===== src/rtl/cache_pkg.sv =====
// Shared types and geometry constants for the 2-way set-associative data cache
// and its miss/refill controller.
package cache_pkg;

  localparam int NUM_SET = 4;
  localparam int TAG_W   = 28;
  localparam int SET_W   = 2;
  localparam int OFF_W   = 2;

  typedef enum logic [2:0] {
    IDLE    = 3'd0,
    RD_WAIT = 3'd1,
    WR_WAIT = 3'd2,
    FILL    = 3'd3,
    DONE    = 3'd4
  } miss_state_t;

  // Memory is word addressed; the byte offset is dropped.
  function automatic logic [31:0] word_align(input logic [31:0] addr);
    return {addr[31:OFF_W], {OFF_W{1'b0}}};
  endfunction

endpackage


===== src/rtl/sat_counter.sv =====
// Saturating up-counter used for performance measurement; holds at all-ones
// instead of wrapping.
module sat_counter #(
  parameter int W = 16
) (
  input  logic         clk,
  input  logic         rst,
  input  logic         inc,
  output logic [W-1:0] count
);

  logic [W-1:0] count_q;
  logic [W-1:0] count_d;

  // Next count: increment only below the saturation value.
  always_comb begin
    count_d = count_q;
    if (inc && (count_q != {W{1'b1}})) begin
      count_d = count_q + W'(1);
    end else begin
      count_d = count_q;
    end
  end

  // Count register.
  always_ff @(posedge clk or posedge rst) begin
    if (rst) begin
      count_q <= '0;
    end else begin
      count_q <= count_d;
    end
  end

  assign count = count_q;

endmodule


===== src/rtl/cache_miss_ctrl.sv =====
// Memory-stage miss/refill controller: stalls on load misses and stores,
// runs the memory req/ack handshake, and pulses a one-cycle cache fill.
module cache_miss_ctrl
  import cache_pkg::*;
#(
  parameter int CNT_W   = 16,
  parameter int NUM_SET = cache_pkg::NUM_SET
) (
  input  logic             clk,
  input  logic             rst,
  input  logic             MemReadM,
  input  logic             MemWriteM,
  input  logic [31:0]      AddrM,
  input  logic [31:0]      WriteDataM,
  input  logic             CacheHit,
  input  logic [31:0]      CacheData,
  output logic             StallM,
  output logic [31:0]      ReadDataM,
  output logic             FillEn,
  output logic [31:0]      FillAddr,
  output logic [31:0]      FillData,
  output logic             mem_req,
  output logic             mem_we,
  output logic [31:0]      mem_addr,
  output logic [31:0]      mem_wdata,
  input  logic             mem_ack,
  input  logic [31:0]      mem_rdata,
  output logic [CNT_W-1:0] AccessCount,
  output logic [CNT_W-1:0] MissCount
);

  miss_state_t state_q, state_d;
  logic [31:0] addr_q, addr_d;
  logic [31:0] wdata_q, wdata_d;
  logic [31:0] fill_buf_q, fill_buf_d;
  logic        mem_req_q, mem_req_d;
  logic        mem_we_q, mem_we_d;
  logic        fill_en_q, fill_en_d;
  logic        stall_s;
  logic [31:0] read_data_s;
  logic        miss_inc_s;
  logic        access_inc_s;
  logic        unused_ok;

  // Next-state, capture and output decode.
  always_comb begin
    state_d     = state_q;
    addr_d      = addr_q;
    wdata_d     = wdata_q;
    fill_buf_d  = fill_buf_q;
    stall_s     = 1'b0;
    read_data_s = CacheData;
    miss_inc_s  = 1'b0;

    case (state_q)
      IDLE: begin
        // A store wins over a load when both are flagged in M.
        if (MemWriteM) begin
          state_d = WR_WAIT;
          addr_d  = word_align(AddrM);
          wdata_d = WriteDataM;
          stall_s = 1'b1;
        end else if (MemReadM && !CacheHit) begin
          state_d    = RD_WAIT;
          addr_d     = word_align(AddrM);
          stall_s    = 1'b1;
          miss_inc_s = 1'b1;
        end else begin
          state_d = IDLE;
        end
      end
      RD_WAIT: begin
        stall_s = 1'b1;
        if (mem_ack && mem_req_q) begin
          fill_buf_d = mem_rdata;
          state_d    = FILL;
        end else begin
          state_d = RD_WAIT;
        end
      end
      WR_WAIT: begin
        stall_s = 1'b1;
        if (mem_ack && mem_req_q) begin
          state_d = DONE;
        end else begin
          state_d = WR_WAIT;
        end
      end
      FILL: begin
        read_data_s = fill_buf_q;
        state_d     = IDLE;
      end
      DONE: begin
        state_d = IDLE;
      end
      default: begin
        state_d = IDLE;
      end
    endcase

    // Request/strobe flops follow the state being entered, so they line up
    // with the registered state in the following cycle.
    mem_req_d    = (state_d == RD_WAIT) || (state_d == WR_WAIT);
    mem_we_d     = (state_d == WR_WAIT);
    fill_en_d    = (state_d == FILL);
    access_inc_s = (MemReadM || MemWriteM) && !stall_s;
  end

  // State and datapath registers.
  always_ff @(posedge clk or posedge rst) begin
    if (rst) begin
      state_q    <= IDLE;
      addr_q     <= 32'h0000_0000;
      wdata_q    <= 32'h0000_0000;
      fill_buf_q <= 32'h0000_0000;
      mem_req_q  <= 1'b0;
      mem_we_q   <= 1'b0;
      fill_en_q  <= 1'b0;
    end else begin
      state_q    <= state_d;
      addr_q     <= addr_d;
      wdata_q    <= wdata_d;
      fill_buf_q <= fill_buf_d;
      mem_req_q  <= mem_req_d;
      mem_we_q   <= mem_we_d;
      fill_en_q  <= fill_en_d;
    end
  end

  sat_counter #(.W(CNT_W)) u_access_cnt (
    .clk   (clk),
    .rst   (rst),
    .inc   (access_inc_s),
    .count (AccessCount)
  );

  sat_counter #(.W(CNT_W)) u_miss_cnt (
    .clk   (clk),
    .rst   (rst),
    .inc   (miss_inc_s),
    .count (MissCount)
  );

  assign StallM    = stall_s;
  assign ReadDataM = read_data_s;
  assign FillEn    = fill_en_q;
  assign FillAddr  = addr_q;
  assign FillData  = fill_buf_q;
  assign mem_req   = mem_req_q;
  assign mem_we    = mem_we_q;
  assign mem_addr  = addr_q;
  assign mem_wdata = wdata_q;

  // Byte offset bits are intentionally dropped; set count is informational.
  assign unused_ok = ^{AddrM[1:0], (NUM_SET > 0)};

endmodule


===== config.mk =====
export PLATFORM = sky130hd
export DESIGN_NAME = cache_miss_ctrl
export DESIGN_NICKNAME = d
export VERILOG_FILES = /design/src/rtl/cache_pkg.sv /design/src/rtl/sat_counter.sv /design/src/rtl/cache_miss_ctrl.sv
export SDC_FILE = /design/constraint.sdc
export NUM_CORES = 1
export LEC_CHECK = 0
export CAP_MARGIN = 20
export CELL_PAD_IN_SITES_DETAIL_PLACEMENT = 2
export CELL_PAD_IN_SITES_GLOBAL_PLACEMENT = 2
export CORE_MARGIN = 2
export CORE_UTILIZATION = 37
export CTS_CLUSTER_SIZE = 30
export DETAILED_ROUTE_END_ITERATION = 8
export DONT_BUFFER_PORTS = 1
export GPL_TIMING_DRIVEN = 0
export PLACE_DENSITY_LB_ADDON = 0.1
export SYNTH_ARGS = -nofsm -noshare
export SYNTH_HDL_FRONTEND = slang
export SYNTH_SLANG_ARGS = --single-unit

===== constraint.sdc =====
create_clock -name clk -period 4.6 [get_ports clk]
set_input_delay 0.23 -clock clk [delete_from_list [all_inputs] [get_ports clk]]
set_output_delay 0.23 -clock clk [all_outputs]
set_load 0.03 [all_outputs]

# --- Word level (Yosys, flattened, before mapping) ---
# Cells that the tools add are included.
# W data, S select, Z words.
word_totals:
  reg_bits: 134
  latch_bits: 0
  ramBits: 0
  rom_bits: 0
  inputBits: 134
  wordCells: 47
  mem_count: 0
op_classes:
  add_sub_neg: 2
  n_mul: 0
  n_div: 0
  order_cmp: 0
  eq_ne: 8
  n_shift: 0
  muxes: 13
  bitwise_logic: 0
  n_reduce_logical: 15
op_table:
  columns: ["op", "count"]
  rows:
  - ["$mux W32", 3]
  - ["$add A16 B1 Y16 const B", 2]
  - ["$ne A16 B16 Y1 const B", 2]
  - ["$eq A3 B2 Y1 const B", 4]
  - ["$pmux W3 S3", 1]
  - ["$eq A3 B1 Y1 const B", 2]
  - ["$reduce_and A2 Y1", 3]
  - ["$logic_and A1 B1 Y1", 5]
  - ["$mux W1", 5]
  - ["$mux W2", 2]
  - ["$logic_not A3 Y1", 1]
  - ["$mux W3", 1]
  - ["$logic_not A1 Y1", 2]
  - ["$logic_or A1 B1 Y1", 2]
  - ["$pmux W1 S2", 1]
  - ["$reduce_bool A2 Y1", 1]
  - ["$reduce_or A2 Y1", 1]

# --- Logic depth before layout (Yosys ltp) ---
# Gate-level depths: netlist of the first run.
logic_depth:
  depth_word: 8
  ltp_mapped: 8
  mapped_depth_nobuf: 5

# --- Hierarchy ---
# A second synthesis of the first run with hierarchy kept.
unflattened:
  cells_unflattened: 448
  area_unflattened_um2: 6073.3
by_module_without_submodules:
  columns: ["mod", "instances", "cells_per_inst", "area_per_inst_um2", "seq_area_each_um2"]
  rows:
  - ["cache_miss_ctrl", 1, 306, 4461.8, 2502.4]
  - ["sat_counter", 2, 71, 805.8, 400.4]

# --- Worst setup path after synthesis of the first run ---
# No wires, ideal clock.
synth_timing:
  path_kind: "reg-to-reg"
  from: "register u_access_cnt.count_q[0] (netlist: u_access_cnt.count[0])"
  to: "register u_access_cnt.count_q[1] (netlist: u_access_cnt.count[1])"
  setup_time_ns: 0.128
  arrival_ns: 1.912
  setup_slack_ns: 2.561
  stages_incl_launch_ff: 6
  path_buffers: 0
  cell_sequence: "dfrtp_1 ha_1 nand4_1 or4_4 o21ai_1 mux2_1"
synth_via:
  elab_chain_cells: 2
  word_cells_on_any_way: 3
  cone_classes: "add/sub: 1; eq/ne: 1; reduce/logical: 1"
synth_lines:
  columns: ["item", "line_no", "rtl"]
  rows:
  - ["start, declared", "sat_counter.sv:12", "logic [W-1:0] count_q;"]
  - ["start signal, assigned", "sat_counter.sv:30", "count_q <= count_d;"]
  - ["branches (longest 2 deep; another with $add A16 B1 Y16)", null, null]
# Parallel ways; which one is timed is not known.
# A chain may end at the register's enable or synchronous reset.

# --- Final worst setup path of the first run ---
layout_timing:
  from: "register state_q[0]"
  to: "output ReadDataM[4]"
layout_via:
  elab_chain_cells: 2
layout_lines:
  columns: ["item", "line_no", "rtl"]
  rows:
  - ["start, declared", "cache_miss_ctrl.sv:32", "miss_state_t state_q, state_d;"]
  - ["start signal, assigned", "cache_miss_ctrl.sv:120", "state_q <= state_d;"]
  - ["$eq A3 B2 Y1", "cache_miss_ctrl.sv:55", "case (state_q)"]
  - ["$mux W32", "cache_miss_ctrl.sv:55", null]
  - ["end, declared", "cache_miss_ctrl.sv:18", "output logic [31:0] ReadDataM,"]
# Every way passes these cells.

==> results of run 1 <==
path summary, 6_finish.rpt:
path | to | slack [ns] | depth (start not counted)
worst min register to register | state_q[2] | 0.67 | 3
max in group asynchronous | FillData[16] | 3.41 | 3
min in group asynchronous | FillAddr[2] | 0.35 | 2
worst min-delay path | state_q[1] | 0.08 | 2
worst max-delay path | ReadDataM[4] | 1.95 | 4
worst max register to register | u_access_cnt.count[6] | 2.27 | 6
registers in the layout, summed over array words and instances (netlist names):
signal and cells:
u_access_cnt.count 16, u_miss_cnt.count 16, FillData 32, mem_req 1, FillEn 1, mem_we 1, mem_wdata 32, FillAddr 30
state_q 3
through the flow:
| step | TNS (ns) | cell area [µm²] | cells | setup slack (ns) | total power, mW |
|---|---|---|---|---|---|
| final | 0 | 7951 | 868 | 1.955 | 6.067 |
| after global routing | 0 | 7951 | 868 | 1.770 | 6.331 |
| after CTS | 0 | 7949 | 867 | 1.880 | 5.996 |
| after detailed placement | 0 | 6397 | 739 | 2.334 | 4.538 |
| after global placement | -88.71 | 6365 | 738 | -0.6809 | 4.449 |
| after floorplan | 0 | 6095 | 522 | 0.8440 | 4.129 |
layer usage:
metal,global-route usage,vias to the layer above,routed length [µm]
met5,0,-,0
met3,0.07997,26,1564
met4,0.07646,0,401
li1,-,1976,-
met2,0.4572,211,11780
met1,0.2530,2318,7460
placed cells by master, fill, tap and decap left out, types with 10 or more instances in the layout:
cell           netlist  layout
buf_2               10      10
buf_4               35      35
clkbuf_16            0      17
dfrtp_1            132     132
dlygate4sd3_1        0      96
mux2_1              96      96
nand2_1            107     107
nand3_1             10      10
nand4_1             11      11
xnor2_1             16      16
xor2_1              15      15
cell families after synthesis:
| group | synth area share |
|---|---|
| AO/OA/AOI/OAI | 0.03764 |
| AND/OR/NAND/NOR | 0.1292 |
| multiplexers | 0.1777 |
| buffers and inverters | 0.06314 |
| other | 0.0006164 |
| adder cells (fa/ha/maj) | 0.004113 |
| flip-flops | 0.5430 |
| XOR/XNOR | 0.04463 |
where the power goes:
group	switching [mW]	internal (mW)
Combinational	0.969	0.624
Clock	0.540	0.849
Sequential	1.47	1.62
Total	2.98	3.09
cell type report:
| type | instances | area (µm²) |
|---|---|---|
| multi-input combinational | 328 | 2407 |
| antenna | 1 | 2.502 |
| buffer | 57 | 365.4 |
| fill | 1625 | 8049 |
| sequential | 132 | 3303 |
| tap | 216 | 270.3 |
| timing repair buffer | 97 | 988.4 |
| inverter | 5 | 23.77 |
| clock buffer | 18 | 429.2 |
| clock inverter | 14 | 161.4 |
==> reports/metrics.yaml, run 1 <==
outcome:
  status: "finished clean"
floorplanning:
  die_w_um: 132.2
  die_h_um: 132.2
  die_area_um2: 17480
  fp-row-count: 46
  start_util: 0.3802
  io_pins: 330
  core_area_um2: 16000
clock_network:
  post_cts_buffers: 0
  cts_resized: 0
  cts_buffers: 17
  clk_latency_ns: 0.42
  cts_buffer_depth: 2
  clock-sinks: 132
  clockRootBuffer: "clkbuf_16"
  path_clk_slew_ns: 0.06
  htreeDepth: 4
  cts_tree: "yes"
  cts.hold.buffers_added: 96
power_and_ir_drop:
  irDropWorstVdd_uv: 285.3
  p_per_area_nw_per_um2: 763.0
  p_leak_nw: 3.605
sta:
  min_period_ns: 2.645
  rsz0062_at_grt: "false"
  relSlewSlack: 0.5339
  hold_viol: 0
  drv_slew: 0
  tightest_slew_ns: 0.6991
  final-setup-viol-count: 0
  hold_slack_ns: 0.07623
  fmax_mhz: 378.1
  fin_crit_sh: 0.5750
  fin_skew_ns: 0.01160
critical_path:
  cp_slowest_cell: "buf_1"
  startpoint_type: "register"
  crit_start: "state_q[0]"
  arrival_ns: 2.42
  cp-end-kind: "output pin"
  crit_fanout: 10
  critPathKind: "register to output pin"
  r2r_start: "u_access_cnt.count[0]"
  crit_buf_inv: 2
  path_cells: "clkbuf_1 -> nand3b_1 -> buf_1 -> mux2_1"
  critPathTopFamily: "buffers and inverters"
  required_ns: 4.37
  cp_slowest_stage_delay_ns: 0.59
worst_hold_path:
  hold_start: "MemWriteM"
  hp-class: "input port to register"
synth:
  synth.most_common_cell: "dfrtp_1"
  synthArstFlopShare: 1.000
  synth_top_area_frac: 0.5430
  seq_area_frac_synth: 0.5430
  ys_warn_count: 0
  synth_area_per_cell_um2: 11.72
  synth_area_leader_cell: "dfrtp_1"
  synth_edf_count: 0
  synthTopCellsByCount: "132 x dfrtp_1, 107 x nand2_1, 96 x mux2_1"
  syn_inst: 519
  syn-cell-area_um2: 6083
  synth.area.top_cells: "dfrtp_1 54%, mux2_1 18%, nand2_1 6.6%, buf_4 4.3%, xnor2_1 2.3%"
  synth-seq-cells: 132
  ys_types: 42
  synth_ff_type: "dfrtp_1"
global_routing:
  grt_max_degree: 85
  antenna_found_initial: 1
  grt_pass1_wl_mm: 32.35
  grt_usage: 0.2422
  grt_pass1_vias: 5224
  gr-total-overflow: 0
place:
  dp_hpwl_mm: 13.21
  io_buffers: 0
  place_congestion: 0.7679
detailed_routing:
  wl_per_cell_um: 24.43
  drt_wl_total_mm: 21.21
  ant_nets: 0
  drt_iter0_drc: 197
  vias_per_cell: 5.220
  vias: 4531
  first_pass_iters: 4
  remaining_drc_errors: 0
layout:
  final_core_util: 0.4970
  layout.nets: 774
  synthToLayoutAreaGrowth_pct: 30.71
  drive_above_1_share: 0.1413
flow_run:
  max_cap_violations: 0
(Power assumes the default switching activity.)
==> inputs of run 2 (changes only) <==
--- a/config.mk
+++ b/config.mk
@@ -5,11 +5,12 @@
 export SDC_FILE = /design/constraint.sdc
 export NUM_CORES = 1
 export LEC_CHECK = 0
+export ABC_AREA = 1
 export CAP_MARGIN = 20
 export CELL_PAD_IN_SITES_DETAIL_PLACEMENT = 2
 export CELL_PAD_IN_SITES_GLOBAL_PLACEMENT = 2
 export CORE_MARGIN = 2
-export CORE_UTILIZATION = 37
+export CORE_UTILIZATION = 30
 export CTS_CLUSTER_SIZE = 30
 export DETAILED_ROUTE_END_ITERATION = 8
 export DONT_BUFFER_PORTS = 1
==> constraint.sdc (replaced) <==
create_clock -name clk -period 2.3 [get_ports clk]
set_input_delay 0.115 -clock clk [delete_from_list [all_inputs] [get_ports clk]]
set_output_delay 0.115 -clock clk [all_outputs]
set_load 0.03 [all_outputs]
==> reports/metrics.yaml, run 2 <==
outcome:
  status: "finished clean"
floorplanning:
  die_w_um: 150.9  # +14%
  fp-row-count: 53  # +15%
  io_pins: 330  # unchanged
  core_area_um2: 21090  # +32%
  start_util: 0.3070  # -0.07315
  die_area_um2: 22770  # +30%
  die_h_um: 150.9  # +14%
sta:
  final-setup-viol-count: 0  # unchanged
  tightest_slew_ns: 0.7870  # +0.08784 ns
  fmax_mhz: 451.5
  fin_skew_ns: 0.008236  # -0.003362 ns
  hold_viol: 0  # unchanged
  drv_slew: 0  # unchanged
  fin_crit_sh: 0.9631
  hold_slack_ns: 0.07860  # +0.002365 ns
  relSlewSlack: 0.4742  # -0.05967
  rsz0062_at_grt: "true"
  min_period_ns: 2.215
power_and_ir_drop:
  total_power_mw: 12.88  # +110%
  p_leak_nw: 4.288  # +19%
  p_per_area_nw_per_um2: 1488  # +95%
  irDropWorstVdd_uv: 481.0  # +69%
synth:
  ys_types: 24  # -43%
  synth_area_per_cell_um2: 7.645  # -35%
  synth.area.top_cells: "dfrtp_1 51%, nand2_1 22%, o21ai_0 5.5%, buf_4 4.3%, nand3_1 4.1%"
  synth_top_area_frac: 0.5101  # -0.03284
  seq_area_frac_synth: 0.5101  # -0.03284
  synth_ff_type: "dfrtp_1"
  syn-cell-area_um2: 6475  # +6.4%
  synth_edf_count: 0  # unchanged
  ys_warn_count: 0  # unchanged
  synthArstFlopShare: 1.000  # unchanged
  synthTopCellsByCount: "376 x nand2_1, 132 x dfrtp_1, 71 x o21ai_0"
  synth-seq-cells: 132  # unchanged
  synth.most_common_cell: "nand2_1"
  synth_area_leader_cell: "dfrtp_1"
  syn_inst: 847  # +63%
clock_network:
  cts_buffer_depth: 2  # unchanged
  cts_buffers: 17  # unchanged
  cts_tree: "yes"
  htreeDepth: 4  # unchanged
  clock-sinks: 132  # unchanged
  clk_latency_ns: 0.42  # about the same
  path_clk_slew_ns: 0.05  # about the same
  clockRootBuffer: "clkbuf_16"
detailed_routing:
  vias_per_cell: 4.887  # -6.4%
  wl_per_cell_um: 19.72  # -19%
  first_pass_iters: 4  # unchanged
  drt_iter0_drc: 151  # -23%
  remaining_drc_errors: 0  # unchanged
  ant_nets: 0  # unchanged
  drt_wl_total_mm: 24.77  # +17%
  vias: 6138  # +35%
global_routing:
  antenna_found_initial: 1  # unchanged
  grt_max_degree: 43  # -49%
  grt_pass1_wl_mm: 37.96  # +17%
  grt_usage: 0.2169  # -0.02533
  gr-total-overflow: 0  # unchanged
  grt_pass1_vias: 6949  # +33%
worst_hold_path:
  min_path_cells: 4  # +2
  hold_end: "u_miss_cnt.count[8]"
  hp-class: "input port to register"
  hold_start: "MemReadM"
critical_path:
  crit_buf_inv: 2  # unchanged
  crit_fanout: 10  # unchanged
  required_ns: 2.18  # -2.19 ns
  r2r_start: "u_access_cnt.count[1]"
  rr_worst_depth: 9  # +3
  startpoint_type: "register"
  cp_slowest_stage_delay_ns: 0.47  # -0.12 ns
  cp-end-kind: "output pin"
  r2r-end: "u_access_cnt.count[6]"
  arrival_ns: 2.10  # -0.32 ns
  critPathKind: "register to output pin"
  r2r_slack_ns: 0.22  # -2.05 ns
  cp_slowest_cell: "o21ai_2"
  critPathTopFamily: "buffers and inverters"
  path_cells: "inv_1 -> nand3_2 -> clkbuf_1 -> o21ai_2"
layout:
  layout.nets: 1104  # +43%
  synthToLayoutAreaGrowth_pct: 33.62
  final_cell_mix: "376 x nand2_1, 131 x dfrtp_1, 96 x dlygate4sd3_1"
  drive_above_1_share: 0.1327  # -0.008668
  final_common_cell: "nand2_1"
place:
  io_buffers: 0  # unchanged
  place_congestion: 0.8415  # +9.6%
  dp_hpwl_mm: 17.95  # +36%
flow_run:
  max_cap_violations: 0  # unchanged
-- run 2: cell types whose count changed after synthesis, moves of 12 or more --
cell	delta
nand2_1	+269
clkbuf_1	+12
nand3_1	+43
mux2_1	-96
inv_1	+63
xor2_1	-12
nor2_1	+27
o21ai_0	+71
-- run 2: timing repair --
action                                  CTS  global route
setup buffers                             0             0
cloned                                    0             0
gates resized for setup                  66             6
endpoints found under the setup margin   32            24
hold buffers                             96             0
endpoints found under the hold margin   129             0
-- run 2: worst max path at each step --
stage	cells past startpoint	slack (ns)	to	from
2_1_floorplan	1	0.55	FillAddr[10]	rst
3_3_place_gp	1	-0.25	u_miss_cnt.count[1]	rst
3_5_place_dp	4	-0.16	ReadDataM[31]	state_q[2]
4_1_cts	4	0.03	ReadDataM[18]	state_q[2]
5_1_grt	4	-0.04	ReadDataM[5]	state_q[2]
6_report	4	0.08	ReadDataM[22]	state_q[2]
-- run 2: logic make-up (layout without fill, tap and decap cells) --
family / count (synthesis) / count (layout) / share of synthesized area
adder cells (fa/ha/maj): 2 / 2 / 0.003864
XOR/XNOR: 13 / 13 / 0.01758
AND/OR/NAND/NOR: 489 / 489 / 0.3071
AO/OA/AOI/OAI: 72 / 72 / 0.05565
buffers and inverters: 138 / 268 / 0.1051
flip-flops: 132 / 132 / 0.5101
other: 1 / 5 / 0.0005792
-- run 2: layout make-up --
cell class,count,area [µm²]
fillers,2357,12440
flip-flops and latches,132,3304
multi-input cells,580,2643
repair buffers,99,1021
clock buffers,23,478.0
plain buffers,66,412.9
well taps,275,344.1
inverters,72,274.0
clock inverters,8,172.7
diodes,1,2.502
-- run 2: metal layers --
layer | global-route usage | up-vias | wire [µm]
met1 | 0.2290 | 3036 | 9156
met3 | 0.06205 | 33 | 1734
met4 | 0.05841 | 0 | 476
met5 | 0 | - | 0
met2 | 0.4180 | 241 | 13410
li1 | - | 2828 | -
-- run 2: worst register-to-register path, cell delays in order (launching register included) --
cell	delay, ns
dfrtp_1	0.59
ha_1	0.28
nand3_1	0.22
inv_1	0.18
nand2_1	0.15
nor2_2	0.19
nor2_4	0.08
buf_6	0.15
nand2_1	0.06
nand2_1	0.06
-- run 2: through the flow --
step,TNS (ns),instance area [µm²],utilization,setup WS (ns),std cells
4_1_cts,0,8632,0.4093,0.03005,1255
3_5_place_dp,-0.2690,6894,0.3269,-0.1640,1128
3_3_place_gp,-32.11,6834,0.3241,-0.2512,1125
5_1_grt,-0.3434,8652,0.4103,-0.03948,1256
6_report,0,8652,0.4103,0.08497,1256
2_1_floorplan,0,6490,-,0.5478,850
-- run 2: report_power, final --
| part | internal [mW] | total (mW) | switching [mW] |
|---|---|---|---|
| clock | 2.01 | 3.01 | 1.01 |
| combinational | 1.16 | 3.88 | 2.72 |
| sequential | 3.22 | 5.98 | 2.76 |
==> inputs of run 3 (changes only) <==
--- a/config.mk
+++ b/config.mk
@@ -5,16 +5,17 @@
 export SDC_FILE = /design/constraint.sdc
 export NUM_CORES = 1
 export LEC_CHECK = 0
-export ABC_AREA = 1
+export ABC_AREA = 0
 export CAP_MARGIN = 20
 export CELL_PAD_IN_SITES_DETAIL_PLACEMENT = 2
 export CELL_PAD_IN_SITES_GLOBAL_PLACEMENT = 2
 export CORE_MARGIN = 2
-export CORE_UTILIZATION = 30
+export CORE_UTILIZATION = 33
 export CTS_CLUSTER_SIZE = 30
 export DETAILED_ROUTE_END_ITERATION = 8
 export DONT_BUFFER_PORTS = 1
 export GPL_TIMING_DRIVEN = 0
+export HOLD_SLACK_MARGIN = 0.12
 export PLACE_DENSITY_LB_ADDON = 0.1
 export SYNTH_ARGS = -nofsm -noshare
 export SYNTH_HDL_FRONTEND = slang
==> constraint.sdc (replaced) <==
create_clock -name clk -period 2.3 [get_ports clk]
set_input_delay 0.115 -clock clk [delete_from_list [all_inputs] [get_ports clk]]
set_output_delay 0.115 -clock clk [all_outputs]
set_load 0.02 [all_outputs]
==> reports/metrics.yaml, run 3 (same netlist as run 1, synthesis figures left out) <==
critical_path:
  required_ns: 2.60  # +0.42 ns
  r2r_slack_ns: 0.12  # -0.10 ns
  r2r-end: "u_access_cnt.count[1]"
  arrival_ns: 2.48  # +0.38 ns
  critPathKind: "register to register"
  crit_fanout: 7  # -3
  cp-end-kind: "register"
  rr_worst_depth: 4  # -5
  r2r_start: "u_access_cnt.count[3]"
  startpoint_type: "register"
detailed_routing:
  wl_met3_mm: 1.377  # -21%
  m1WireLength_mm: 7.320  # -20%
  ant_nets: 0  # unchanged
  wl_per_cell_um: 21.96  # +11%
  route.top_layer_used: "met4"
  vias: 4483  # -27%
  drt_wl_total_mm: 19.48  # -21%
  first_pass_iters: 4  # unchanged
  vias_per_cell: 5.054  # +3.4%
  drt_iter0_drc: 92  # -39%
  remaining_drc_errors: 0  # unchanged
  met2_length_mm: 10.52  # -22%
clock_network:
  path_clk_slew_ns: 0.06  # about the same
  cts_tree: "yes"
  clk_latency_ns: 0.42  # about the same
  htreeDepth: 4  # unchanged
  cts_buffer_depth: 2  # unchanged
  clockRootBuffer: "clkbuf_16"
  clock-sinks: 132  # unchanged
  cts_buffers: 17  # unchanged
sta:
  fmax_mhz: 457.8  # +1.4%
  drv_slew: 0  # unchanged
  fin_crit_sh: 0.9498  # -0.01324
  final.setup.tns_ns: 0  # unchanged
  rsz0062_at_grt: "false"
  relSlewSlack: 0.4305  # -0.04376
  min_period_ns: 2.185  # -0.03044 ns
  tightest_slew_ns: 0.8525  # +0.06550 ns
  fin_skew_ns: 0.009457  # +0.001221 ns
  hold_viol: 0  # unchanged
  final-setup-viol-count: 0  # unchanged
layout:
  final_cells: 887  # -29%
  synthToLayoutAreaGrowth_pct: 33.11
  fillers: 1810  # -23%
  multiInputGateArea_um2: 2411  # -8.8%
  final_cell_mix: "131 x dfrtp_1, 107 x nand2_1, 98 x dlygate4sd3_1"
  final_core_util: 0.4493  # +0.03897
  layout.nets: 780  # -29%
  seqCellArea_um2: 3304  # unchanged
  final_area_um2: 8098  # -6.4%
  final_common_cell: "dfrtp_1"
  drive_above_1_share: 0.1553  # +0.02260
power_and_ir_drop:
  irDropWorstVdd_uv: 778.8  # +62%
  p_per_area_nw_per_um2: 1387  # -6.8%
  swShare: 0.4322  # -0.07182
  p_leak_nw: 3.664  # -15%
  clock_power_share: 0.266  # +0.032
  p_int_mw: 6.378  # -0.13%
  pwr-share-comb: 0.254  # -0.048
  total_power_mw: 11.23  # -13%
  seq_power_share: 0.481  # +0.017
  p_sw_mw: 4.855  # -25%
global_routing:
  gr-total-overflow: 0  # unchanged
  grt_pass1_vias: 5201  # -25%
  grt_usage: 0.2011  # -0.01576
  grt_max_degree: 40  # -7.0%
  antenna_found_initial: 0  # -1
  grt_pass1_wl_mm: 30.60  # -19%
place:
  dp_hpwl_mm: 13.53  # -25%
  io_buffers: 0  # unchanged
  dpl_cell_area_um2: 6445  # -6.5%
  place_congestion: 0.7335  # -13%
  dpl.cell_count: 754  # -33%
floorplanning:
  io_pins: 330  # unchanged
  die_w_um: 139.8  # -7.4%
  start_util: 0.3375  # +0.03045
  core_area_um2: 18020  # -15%
  die_area_um2: 19540  # -14%
  die_h_um: 139.8  # -7.4%
  fp-row-count: 49  # -7.5%
worst_hold_path:
  min_path_cells: 4  # unchanged
  hold_start: "MemReadM"
  hp-class: "input port to register"
  hold_end: "u_access_cnt.count[4]"
flow_run:
  max_cap_violations: 0  # unchanged
outcome:
  status: "finished clean"
[run 3: changes by cell type in the layout (fill, tap and decap cells not counted), sizes merged, moves of 34 or more]
| cell | before | now |
|---|---|---|
| inv | 70 | 12 |
| mux2 | 0 | 96 |
| nand2 | 378 | 107 |
| nand3 | 54 | 10 |
| nor2 | 42 | 8 |
| o21ai | 71 | 4 |
[run 3: per-stage QoR]
step	worst slack [ns]	hold WS [ns]
3_3_place_gp	-0.2500	0.2237
3_5_place_dp	0.09562	0.1795
2_1_floorplan	0.3387	0.2204
5_1_grt	0.01825	0.1800
4_1_cts	0.02025	0.1484
6_report	0.1154	0.1674
[run 3: area by class of cell]
type,instances,share of cell area
multi-input cells,328,0.2977
repair buffers,103,0.1304
clock buffers,17,0.05253
clock inverters,15,0.02689
inverters,5,0.002781
diodes,1,0.0003090
flip-flops and latches,132,0.4081
well taps,229,0.03538
plain buffers,57,0.04589
[run 3: repair_timing]
| item | CTS | global route |
|---|---|---|
| pin swaps | 1 | 0 |
| gates resized for setup | 3 | 3 |
| hold buffers | 98 | 0 |
| buffers inserted | 2 | 0 |
| endpoints found under the hold margin | 136 | 0 |
| setup endpoints to repair | 30 | 3 |
[run 3: critical path, cell delays in order, from the launching register on]
cell     delay, ns
dfrtp_1       0.61
nand4_2       0.28
or4_4         0.60
o21ai_1       0.24
mux2_1        0.35
[run 3: metal layers]
metal	vias to the layer above	GRT usage
li1	1995	-
met4	0	0.05579
met3	24	0.06573
met2	211	0.3684
met1	2253	0.2227
met5	-	0
[run 3: power by group through the flow]
stage / sequential (mW) / clock, mW / combinational, mW
final: 5.40 / 2.98 / 2.85
after global routing: 5.53 / 3.17 / 3.13
after CTS: 5.40 / 3.06 / 2.84
after detailed placement: 5.43 / 0 / 2.66
after global placement: 5.37 / 0 / 2.53
after floorplan: 5.02 / 0 / 2.25
[run 3: worst max path at each step]
stage | endpoint | slack, ns | from
floorplan | u_access_cnt.count[1] | 0.34 | u_access_cnt.count[0]
global placement | FillData[21] | -0.25 | rst
detailed placement | mem_wdata[23] | 0.1 | state_q[0]
CTS | StallM | 0.02 | state_q[0]
global route | u_access_cnt.count[1] | 0.02 | u_access_cnt.count[3]
finish | u_access_cnt.count[1] | 0.12 | u_access_cnt.count[3]
